===== src/rtl/pow_check_pkg.sv =====
// Shared definitions for the pow_check block: default data width and FSM state encoding.
package pow_check_pkg;

    localparam int W_DEF = 16;

    typedef enum logic [1:0] {
        IDLE = 2'd0,
        MULT = 2'd1,
        DONE = 2'd2
    } state_e;

endpackage


===== src/rtl/pow_check_sat_mul.sv =====
// Combinational W x W multiply returning the low W bits and a flag for a nonzero upper half.
module sat_mul #(
    parameter int W = 16
) (
    input  logic [W-1:0] a,
    input  logic [W-1:0] b,
    output logic [W-1:0] lo,
    output logic         ovf
);

    logic [2*W-1:0] prod;

    always_comb begin
        prod = {{W{1'b0}}, a} * {{W{1'b0}}, b};
        lo   = prod[W-1:0];
        ovf  = |prod[2*W-1:W];
    end

endmodule


===== src/rtl/pow_check.sv =====
// Recomputes c^g by repeated multiplication with saturation and qualifies the result against j.
module pow_check
    import pow_check_pkg::*;
#(
    parameter int W = W_DEF
) (
    input  logic         clk,
    input  logic         rst_n,
    input  logic         start,
    input  logic [W-1:0] c,
    input  logic [W-1:0] g,
    input  logic [W-1:0] j,
    output logic         busy,
    output logic         done,
    output logic [W-1:0] power,
    output logic         exact,
    output logic         ge,
    output logic         ovf
);

    state_e       state_q, state_d;
    logic [W-1:0] acc_q, acc_d;
    logic [W-1:0] cnt_q, cnt_d;
    logic [W-1:0] c_q, c_d;
    logic [W-1:0] j_q, j_d;
    logic [W-1:0] power_q, power_d;
    logic         exact_q, exact_d;
    logic         ge_q, ge_d;
    logic         ovf_q, ovf_d;

    logic [W-1:0] mul_lo;
    logic         mul_ovf;
    logic         ovf_hit;
    logic         load_res;

    sat_mul #(.W(W)) u_sat_mul (
        .a   (acc_q),
        .b   (c_q),
        .lo  (mul_lo),
        .ovf (mul_ovf)
    );

    always_comb begin
        state_d = state_q;
        acc_d   = acc_q;
        cnt_d   = cnt_q;
        c_d     = c_q;
        j_d     = j_q;
        ovf_hit = 1'b0;

        case (state_q)
            IDLE: begin
                if (start) begin
                    c_d     = c;
                    j_d     = j;
                    acc_d   = {{(W-1){1'b0}}, 1'b1};
                    cnt_d   = g;
                    state_d = (g == '0) ? DONE : MULT;
                end
            end
            MULT: begin
                // An overflowing multiply ends the run early; later multiplies cannot shrink it.
                if (mul_ovf) begin
                    acc_d   = '1;
                    ovf_hit = 1'b1;
                    state_d = DONE;
                end else begin
                    acc_d = mul_lo;
                    cnt_d = cnt_q - 1'b1;
                    if (cnt_q == {{(W-1){1'b0}}, 1'b1}) begin
                        state_d = DONE;
                    end
                end
            end
            DONE: begin
                state_d = IDLE;
            end
            default: begin
                state_d = IDLE;
            end
        endcase
    end

    // Result registers load on the edge entering DONE so they line up with the done pulse.
    always_comb begin
        load_res = (state_d == DONE) && (state_q != DONE);
        power_d  = power_q;
        exact_d  = exact_q;
        ge_d     = ge_q;
        ovf_d    = ovf_q;
        if (load_res) begin
            power_d = acc_d;
            ovf_d   = ovf_hit;
            exact_d = !ovf_hit && (acc_d == j_d);
            ge_d    = ovf_hit || (acc_d >= j_d);
        end
    end

    always_ff @(posedge clk or negedge rst_n) begin
        if (!rst_n) begin
            state_q <= IDLE;
            acc_q   <= '0;
            cnt_q   <= '0;
            c_q     <= '0;
            j_q     <= '0;
            power_q <= '0;
            exact_q <= 1'b0;
            ge_q    <= 1'b0;
            ovf_q   <= 1'b0;
        end else begin
            state_q <= state_d;
            acc_q   <= acc_d;
            cnt_q   <= cnt_d;
            c_q     <= c_d;
            j_q     <= j_d;
            power_q <= power_d;
            exact_q <= exact_d;
            ge_q    <= ge_d;
            ovf_q   <= ovf_d;
        end
    end

    assign busy  = (state_q != IDLE);
    assign done  = (state_q == DONE);
    assign power = power_q;
    assign exact = exact_q;
    assign ge    = ge_q;
    assign ovf   = ovf_q;

endmodule


===== config.mk =====
export PLATFORM = sky130hd
export DESIGN_NAME = pow_check
export DESIGN_NICKNAME = d
export VERILOG_FILES = /design/src/rtl/pow_check_pkg.sv /design/src/rtl/pow_check_sat_mul.sv /design/src/rtl/pow_check.sv
export SDC_FILE = /design/constraint.sdc
export NUM_CORES = 1
export LEC_CHECK = 0
export CAP_MARGIN = 20
export CELL_PAD_IN_SITES_DETAIL_PLACEMENT = 1
export CELL_PAD_IN_SITES_GLOBAL_PLACEMENT = 1
export CORE_MARGIN = 3
export CORE_UTILIZATION = 38
export CTS_CLUSTER_SIZE = 16
export DETAILED_ROUTE_END_ITERATION = 16
export PLACE_DENSITY_LB_ADDON = 0.1
export REMOVE_ABC_BUFFERS = 1
export SLEW_MARGIN = 30
export SYNTH_ARGS = -nofsm -noshare
export SYNTH_HDL_FRONTEND = slang
export SYNTH_SLANG_ARGS = --single-unit

===== constraint.sdc =====
create_clock -name clk -period 11 [get_ports clk]
set_input_delay 1.65 -clock clk [delete_from_list [all_inputs] [get_ports clk]]
set_output_delay 1.65 -clock clk [all_outputs]
set_load 0.02 [all_outputs]

==> results.txt, run 1 <==
- The flow ran to the end, and the final reports show no timing, DRC or antenna violations.
- Final-layout setup total negative slack: 0 ps
- TritonRoute pass-1 iters: 5
- Across the run, the number of max-cap violations was 0.
* Diode insertion count for antenna repair: 0
- Worst Setup Slack post-DPL: 1542 ps
* Number of standard-cell rows in the floorplan: 67
* Final setup skew: 17.21 ps
- From left edge to right edge, the die measures 193.3 µm.
- For this run, the register share of the synthesized area comes to 0.1596.
* Placeable core region: 34040 µm²
- In this design, the critical path's most frequently occurring cell is sky130_fd_sc_hd__fa_1.
* # nets final: 1863
* Commonest non-fill, non-tap cells in the layout: sky130_fd_sc_hd__inv_1 (249), sky130_fd_sc_hd__nand2_1 (213), sky130_fd_sc_hd__fa_1 (194), sky130_fd_sc_hd__and2_1 (139), sky130_fd_sc_hd__ha_1 (122)
- Via count: 10268
- After detailed routing, the number of vias per cell comes to 5.268.
- Compared with the post-synthesis result, the final layout area differs by 10.07%.
- Peak per-stage delay on the critical path: between 900 and 1000 ps
- Total Die Area: 37350 µm²
* Clock latency reported for the late side of the worst-skew pair: 360 ps
- Clock tree synthesis selected as its root buffer the cell sky130_fd_sc_hd__clkbuf_16.
* Category of the critical setup timing path: flop to flop
- Crit-path max FO: 22
- Clock sink count: 85
- Entering global routing, the biggest net connects 48 pins.
- Number of antenna violations at the first check in global routing: 0
* Number of synthesis warnings: 0
- Once layout is complete, the utilization of the core stands at 0.4310.
- STA puts the critical path data arrival time at 9850 ps.
* Count of routing violations after the opening detailed-route iteration: about 460
- Height of the chip: 193.3 µm
* Combined area of all synthesized cells: 13330 µm²
- Number of different library cells in the post-synthesis netlist: 73
* Min cycle time layout: 9572 ps
- Wire length reported by the detailed router: 38.34 mm
- The clock tree synthesis step divided the H-tree into 3 levels.
- Initial cell density of the core: 0.3916
- Once the clock tree was built, the resizer swapped 0 gates to a different size.
* Total of flip-flops plus latches after synthesis: 85
* RSZ-0062 raised after global routing: no
- Number of CTS-inserted buffers: 9
- Top cell family by delay on the critical path: adder cells
- Worst Setup SP: acc_q[10]
- TritonCTS built the clock tree.
* Number of global-route vias before repair: 11521
- The detail route stage leaves a number of antenna-violating nets equal to 0.
- The slowest stage of the critical path belongs to the cell sky130_fd_sc_hd__dfrtp_1.
* Proportion of register bits with asynchronous set or reset after synthesis: 1.000
- DRC: 0
- The worst register-to-register path ends at ge.
- Wire length of the first global-routing pass: about 65 mm
* Number of flops mapped to enable cells by yosys: 0
* DP HPWL: 30.28 mm
- Worst endpoint required time: 11280 ps
- A synthesized cell averages around 9.0 µm².
- The number of endpoints with negative hold slack in the final report came to 0.
- The worst hold path begins at cnt_q[14].
- The critical path contains buffers and inverters numbering 6 combined.
- Setup violations remaining at the end of the flow were counted as 0.
* Gate count after technology mapping: 1481
* Final max-slew violation count: 0
- Buffers placed on the I/O ports in this run total 71.
- Count of cells along the worst hold path: 1
- Area after DPL: 14350 µm²
* Clock transition at the registers of the reported paths: 70 ps
- In the final layout, the share of cells above drive strength 1 is 0.04131.
- Summing all non-filler instances in the final layout gives an area of 14670 µm².
- For this run, the top clock speed supported by timing is between 0.1 and 0.15 GHz.
* Nature of the critical path startpoint: flop
* Per-cell routed wire length: 19.67 µm
- Kind of end point of the critical path: flop
* Setup fix buffers added after clock tree synthesis: 0
- The path with the worst hold slack has its endpoint at cnt_q[14].
- The min-delay analysis places its worst path in the category flop to flop.
- Across all setup checks in the final design, the least slack found is about 1400 ps.
* Last weighted congestion value of the routability-driven placer: ~0.83
* Predominant post-synthesis flop cell: sky130_fd_sc_hd__dfrtp_1
- Final critical-path share of the clock period: 0.8702
- In this run, post-CTS hold repair placed 0 buffers.
* Clock Tree Buf Depth: 2
- Worst slew margin relative to its limit: 0.3500
- GR Util All Layers: 0.2131
- The startpoint identified for the worst register-to-register timing path is acc_q[10].
- Total I/O pin count: 72
- Final global-route overflow total: 0
- Register-to-Register Path Depth: 31
- Across all register-to-register paths, the minimum setup slack is 1430 ps.
* Transition time at the pin with the least slew margin: ~980 ps
* Fill cell instance count of the final layout: 3967
- Most common cell after layout, fill and taps aside: sky130_fd_sc_hd__inv_1
registers in the layout (all words and copies together) (netlist names):
| name | count |
|---|---|
| c_q | 16 |
| ge | 1 |
| power | 16 |
| j_q | 16 |
| cnt_q | 16 |
| exact | 1 |
| state_q | 2 |
| acc_q | 16 |
| ovf | 1 |
routing by layer:
metal	wire length, µm	GRT usage	share of wire
met4	245	0.02331	0.0064
met3	978	0.01983	0.026
met1	18290	0.3040	0.48
met5	0	0	0
met2	18830	0.3665	0.49
kinds of logic after synthesis:
| kind of cell | after synthesis | share of synthesized area |
|---|---|---|
| xor gates and xnor gates | 17 | 0.01117 |
| DFF | 85 | 0.1596 |
| buffers and inverters | 326 | 0.09455 |
| AOI/OAI and AO/OA | 216 | 0.1147 |
| adders and majority gates | 316 | 0.4060 |
| and+or+nand+nor | 483 | 0.1793 |
| muxes | 38 | 0.03464 |
final cells by class:
cell class / instances / area (µm²) / share of cell area
Clock buffer: 11 / 252.7 / 0.01723
Clock inverter: 5 / 63.81 / 0.004350
Inverter: 249 / 934.6 / 0.06372
Timing Repair Buffer: 81 / 783.3 / 0.05339
Tap cell: 448 / 560.5 / 0.03821
Multi-Input combinational cell: 1070 / 9947 / 0.6781
Sequential cell: 85 / 2127 / 0.1450
worst max path at each step:
stage          endpoint  depth (start not counted)
2_1_floorplan        ge                         31
3_3_place_gp         ge                         31
3_5_place_dp         ge                         31
4_1_cts              ge                         31
5_1_grt              ge                         31
6_report             ge                         31
Yosys cell counts, types with 3 or more instances:
| master | n | share of area |
|---|---|---|
| sky130_fd_sc_hd__a31oi_1 | 20 | 0.0094 |
| sky130_fd_sc_hd__a41oi_1 | 8 | 0.0053 |
| sky130_fd_sc_hd__o21bai_1 | 3 | 0.0017 |
| sky130_fd_sc_hd__o221a_2 | 3 | 0.0025 |
| sky130_fd_sc_hd__and2_1 | 139 | 0.065 |
| sky130_fd_sc_hd__o41ai_1 | 3 | 0.0020 |
| sky130_fd_sc_hd__nand3_1 | 18 | 0.0068 |
| sky130_fd_sc_hd__nand4_1 | 20 | 0.0094 |
| sky130_fd_sc_hd__o2bb2ai_1 | 6 | 0.0039 |
| sky130_fd_sc_hd__mux2_4 | 16 | 0.018 |
| sky130_fd_sc_hd__or2_2 | 5 | 0.0023 |
| sky130_fd_sc_hd__clkbuf_1 | 59 | 0.017 |
| sky130_fd_sc_hd__xor2_1 | 9 | 0.0059 |
| sky130_fd_sc_hd__nor2b_1 | 5 | 0.0023 |
| sky130_fd_sc_hd__xnor2_1 | 8 | 0.0053 |
| sky130_fd_sc_hd__inv_1 | 249 | 0.070 |
| sky130_fd_sc_hd__nor3_1 | 13 | 0.0049 |
| sky130_fd_sc_hd__or4_1 | 3 | 0.0017 |
| sky130_fd_sc_hd__o211ai_1 | 6 | 0.0034 |
| sky130_fd_sc_hd__o21a_1 | 15 | 0.0085 |
| sky130_fd_sc_hd__fa_1 | 194 | 0.29 |
| sky130_fd_sc_hd__nand2_1 | 213 | 0.060 |
| sky130_fd_sc_hd__mux2i_1 | 21 | 0.016 |
| sky130_fd_sc_hd__and4_1 | 3 | 0.0020 |
| sky130_fd_sc_hd__a21oi_1 | 67 | 0.025 |
| sky130_fd_sc_hd__o21ai_1 | 6 | 0.0023 |
| sky130_fd_sc_hd__nor4_1 | 10 | 0.0047 |
| sky130_fd_sc_hd__a32o_1 | 3 | 0.0023 |
| sky130_fd_sc_hd__or3_1 | 10 | 0.0047 |
| sky130_fd_sc_hd__dfrtp_1 | 85 | 0.16 |
| sky130_fd_sc_hd__nor2_1 | 33 | 0.0093 |
| sky130_fd_sc_hd__a211oi_1 | 7 | 0.0039 |
| sky130_fd_sc_hd__buf_2 | 14 | 0.0053 |
| sky130_fd_sc_hd__ha_1 | 122 | 0.11 |
| sky130_fd_sc_hd__a2bb2oi_1 | 4 | 0.0026 |
| sky130_fd_sc_hd__o21ai_0 | 21 | 0.0079 |
| sky130_fd_sc_hd__nand3b_1 | 3 | 0.0017 |
| sky130_fd_sc_hd__a21o_1 | 9 | 0.0051 |
through the flow:
step / cells / hold WS (ps)
finish: 1949 / 480.7
CTS: 1949 / 486.6
floorplan: 1404 / 436.8
global route: 1949 / 529.7
detailed placement: 1933 / 474.2
global placement: 1933 / 457.1
Power of run 1 is left out: the tool's default activity adds up to more than one toggle a clock period on the data nets, which glitch-free logic cannot reach.
==> inputs of run 2 (changes only) <==
SKIP_CTS_REPAIR_TIMING = 1   (was not set)
==> results of run 2 <==
Final layout, timing and power as in run 1 (identical DEF).
Power of run 2 is left out for the same reason.
==> inputs of run 3 (changes only) <==
GPL_TIMING_DRIVEN = 0   (was not set)
==> run 3 against run 2 <==
Clock skew fell by 1.0 ps. Wire length is 1.9% lower. Via count up 1.3%. Critical path type unchanged.
==> results.txt, run 3 (synthesis gave the netlist of run 1 again) <==
- The run finished with clean final reports.
* Nature of the critical path startpoint: flop
- The global-route wire length before repair is 63.96 mm (-1.3%).
* Worst slew margin relative to its limit: 0.3431 (-0.006890)
- The final hold slack came to 483.9 ps (+3.238 ps).
* Initial cell density of the core: 0.3916 (unchanged)
* Via count normalized by instance count: 5.344 (+1.4%)
- The number of global-route vias before repair came to 11728 (+1.8%).
* Antenna Violating Nets Remaining: 0 (unchanged)
- The worst setup slack before clock tree synthesis came to 1471 ps (-70.46 ps).
- Transition time at the pin with the least slew margin: 985.4 ps (+10.34 ps)
- Per-cell routed wire length: 19.33 µm (-1.7%)
- The root buffer cell chosen for the clock tree is sky130_fd_sc_hd__clkbuf_16.
- The number of antenna violations at the first check in global routing was 1 (+1).
* Min cycle time layout: 9469 ps (-103.0 ps)
- The number of endpoints with negative hold slack in the final report is 0 (unchanged).
- Fmax achieved: 0.1056 GHz (+1.1%)
* Area after DPL: 14440 µm² (+0.58%)
- Clock tree from TritonCTS: done
- Clock latency reported for the late side of the worst-skew pair: 360 ps (about the same)
- Path type of the worst min-delay path: flop to flop
- The quantity of I/O buffers inserted on ports was 71 (unchanged).
- Number of standard-cell rows in the floorplan: 67 (unchanged)
- Height of the chip: 193.3 µm (unchanged)
* Final setup skew: 16.17 ps (-1.036 ps)
- The die boundary width came to 193.3 µm (unchanged).
- Commonest non-fill, non-tap cells in the layout: sky130_fd_sc_hd__inv_1 (249), sky130_fd_sc_hd__nand2_1 (213), sky130_fd_sc_hd__fa_1 (194), sky130_fd_sc_hd__and2_1 (139), sky130_fd_sc_hd__ha_1 (122)
- Clock transition at the registers of the reported paths: 70 ps (about the same)
- Peak per-stage delay on the critical path: 850 ps (-130 ps)
- DP HPWL: 29.92 mm (-1.2%)
- The largest fanout on the critical path came to 34 (+55%).
- The DRC marker count from the first detailed-route iteration was 382 (-17%).
- The share of final-layout standard cells stronger than drive strength 1 is 0.04005 (-0.001252).
- The number of buffers on the longest clock path is 2 (unchanged).
* Final number of setup-violating endpoints: 0 (unchanged)
* Kind of end point of the critical path: flop
- Setup repair after global routing left no endpoint under its margin.
- The final count of pins violating max slew was 0 (unchanged).
- Number of CTS-inserted buffers: 9 (unchanged)
- The library cell used most frequently in the layout, excluding fill and tap cells, is sky130_fd_sc_hd__inv_1.
- The fill cell total of the finished layout was 3971 (+0.10%).
- Final global-route overflow total: 0 (unchanged)
- The post-layout instance area came to 14710 µm² (+0.29%).
- The combined global-route utilization of all metal layers came to 0.2094 (-0.003746).
- The floorplan die area is 37350 µm² (unchanged).
* Category of the critical setup timing path: flop to flop
- The total routed wirelength was 37.61 mm (-1.9%).
* Diode insertion count for antenna repair: 0 (unchanged)
- The maximum number of pins on one net before global-route repair came to 62 (+29%).
- The share of the clock period used by the worst path was 0.8608 (-0.009366).
* Highest-delay cell along the critical path: sky130_fd_sc_hd__and4_2
* Worst endpoint required time: 11270 ps (about the same)
* Total I/O pin count: 72 (unchanged)
- The length of the first detailed-routing pass in iterations came to 4 (-1).
- The number of clock sinks was 85 (unchanged).
- Count of maximum capacitance violations: 0 (unchanged)
* Maximum level of the CTS H-tree: 3 (unchanged)
- The core outline area was 34040 µm² (unchanged).
- Worst-case setup margin in the final layout: 1531 ps (+103.0 ps)
* Via count: 10400 (+1.3%)
- Compared with the post-synthesis result, the final layout area differs by 10.39%.
- The final estimated routing congestion in global placement is 0.9107 (+10%).
* Data arrival time of the worst path: 9740 ps (-110 ps)
- # nets final: 1860 (-0.16%)
* Final-layout setup total negative slack: 0 ps (unchanged)
- The total DRC errors in the routed layout is 0 (unchanged).
run 3: stage by stage:
stage | cells | util
floorplan | 1404 | -
global placement | 1923 | 0.4193
detailed placement | 1930 | 0.4242
CTS | 1946 | 0.4322
global route | 1946 | 0.4322
finish | 1946 | 0.4322
run 3: area by class of cell:
cell class | count | area, µm² | area share
inverters | 249 | 934.6 | 0.06353
clock inverters | 6 | 46.29 | 0.003147
flip-flops and latches | 85 | 2127 | 0.1446
well taps | 448 | 560.5 | 0.03810
multi-input cells | 1070 | 9967 | 0.6775
clock buffers | 10 | 229.0 | 0.01556
repair buffers | 78 | 847.1 | 0.05758
run 3: final timing paths:
kind	start	depth (start not counted)	slack, ps	end
max	acc_q[7]	29	1530	ge
min	j_q[10]	2	480	j_q[10]
max reg2reg	acc_q[7]	29	1530	ge
min reg2reg	j_q[10]	2	480	j_q[10]
max in group asynchronous	rst_n	2	9250	j_q[6]
min in group asynchronous	rst_n	1	1150	cnt_q[14]
run 3: critical path: cells and delay by family, from the launching register on:
family | cells | cell delay, ps
simple gates | 8 | 2350
mux | 2 | 550
flops | 1 | 760
fa+ha+maj | 8 | 3790
compound gates | 5 | 1620
buf+inv | 6 | 320
run 3: per-layer routing:
layer	GRT usage	wire length (µm)	vias to the layer above
li1	-	-	4809
met1	0.2924	17900	5443
met2	0.3598	18490	120
met3	0.02627	857	28
met4	0.02786	360	0
met5	0	0	-
Power of run 3 is left out for the same reason.
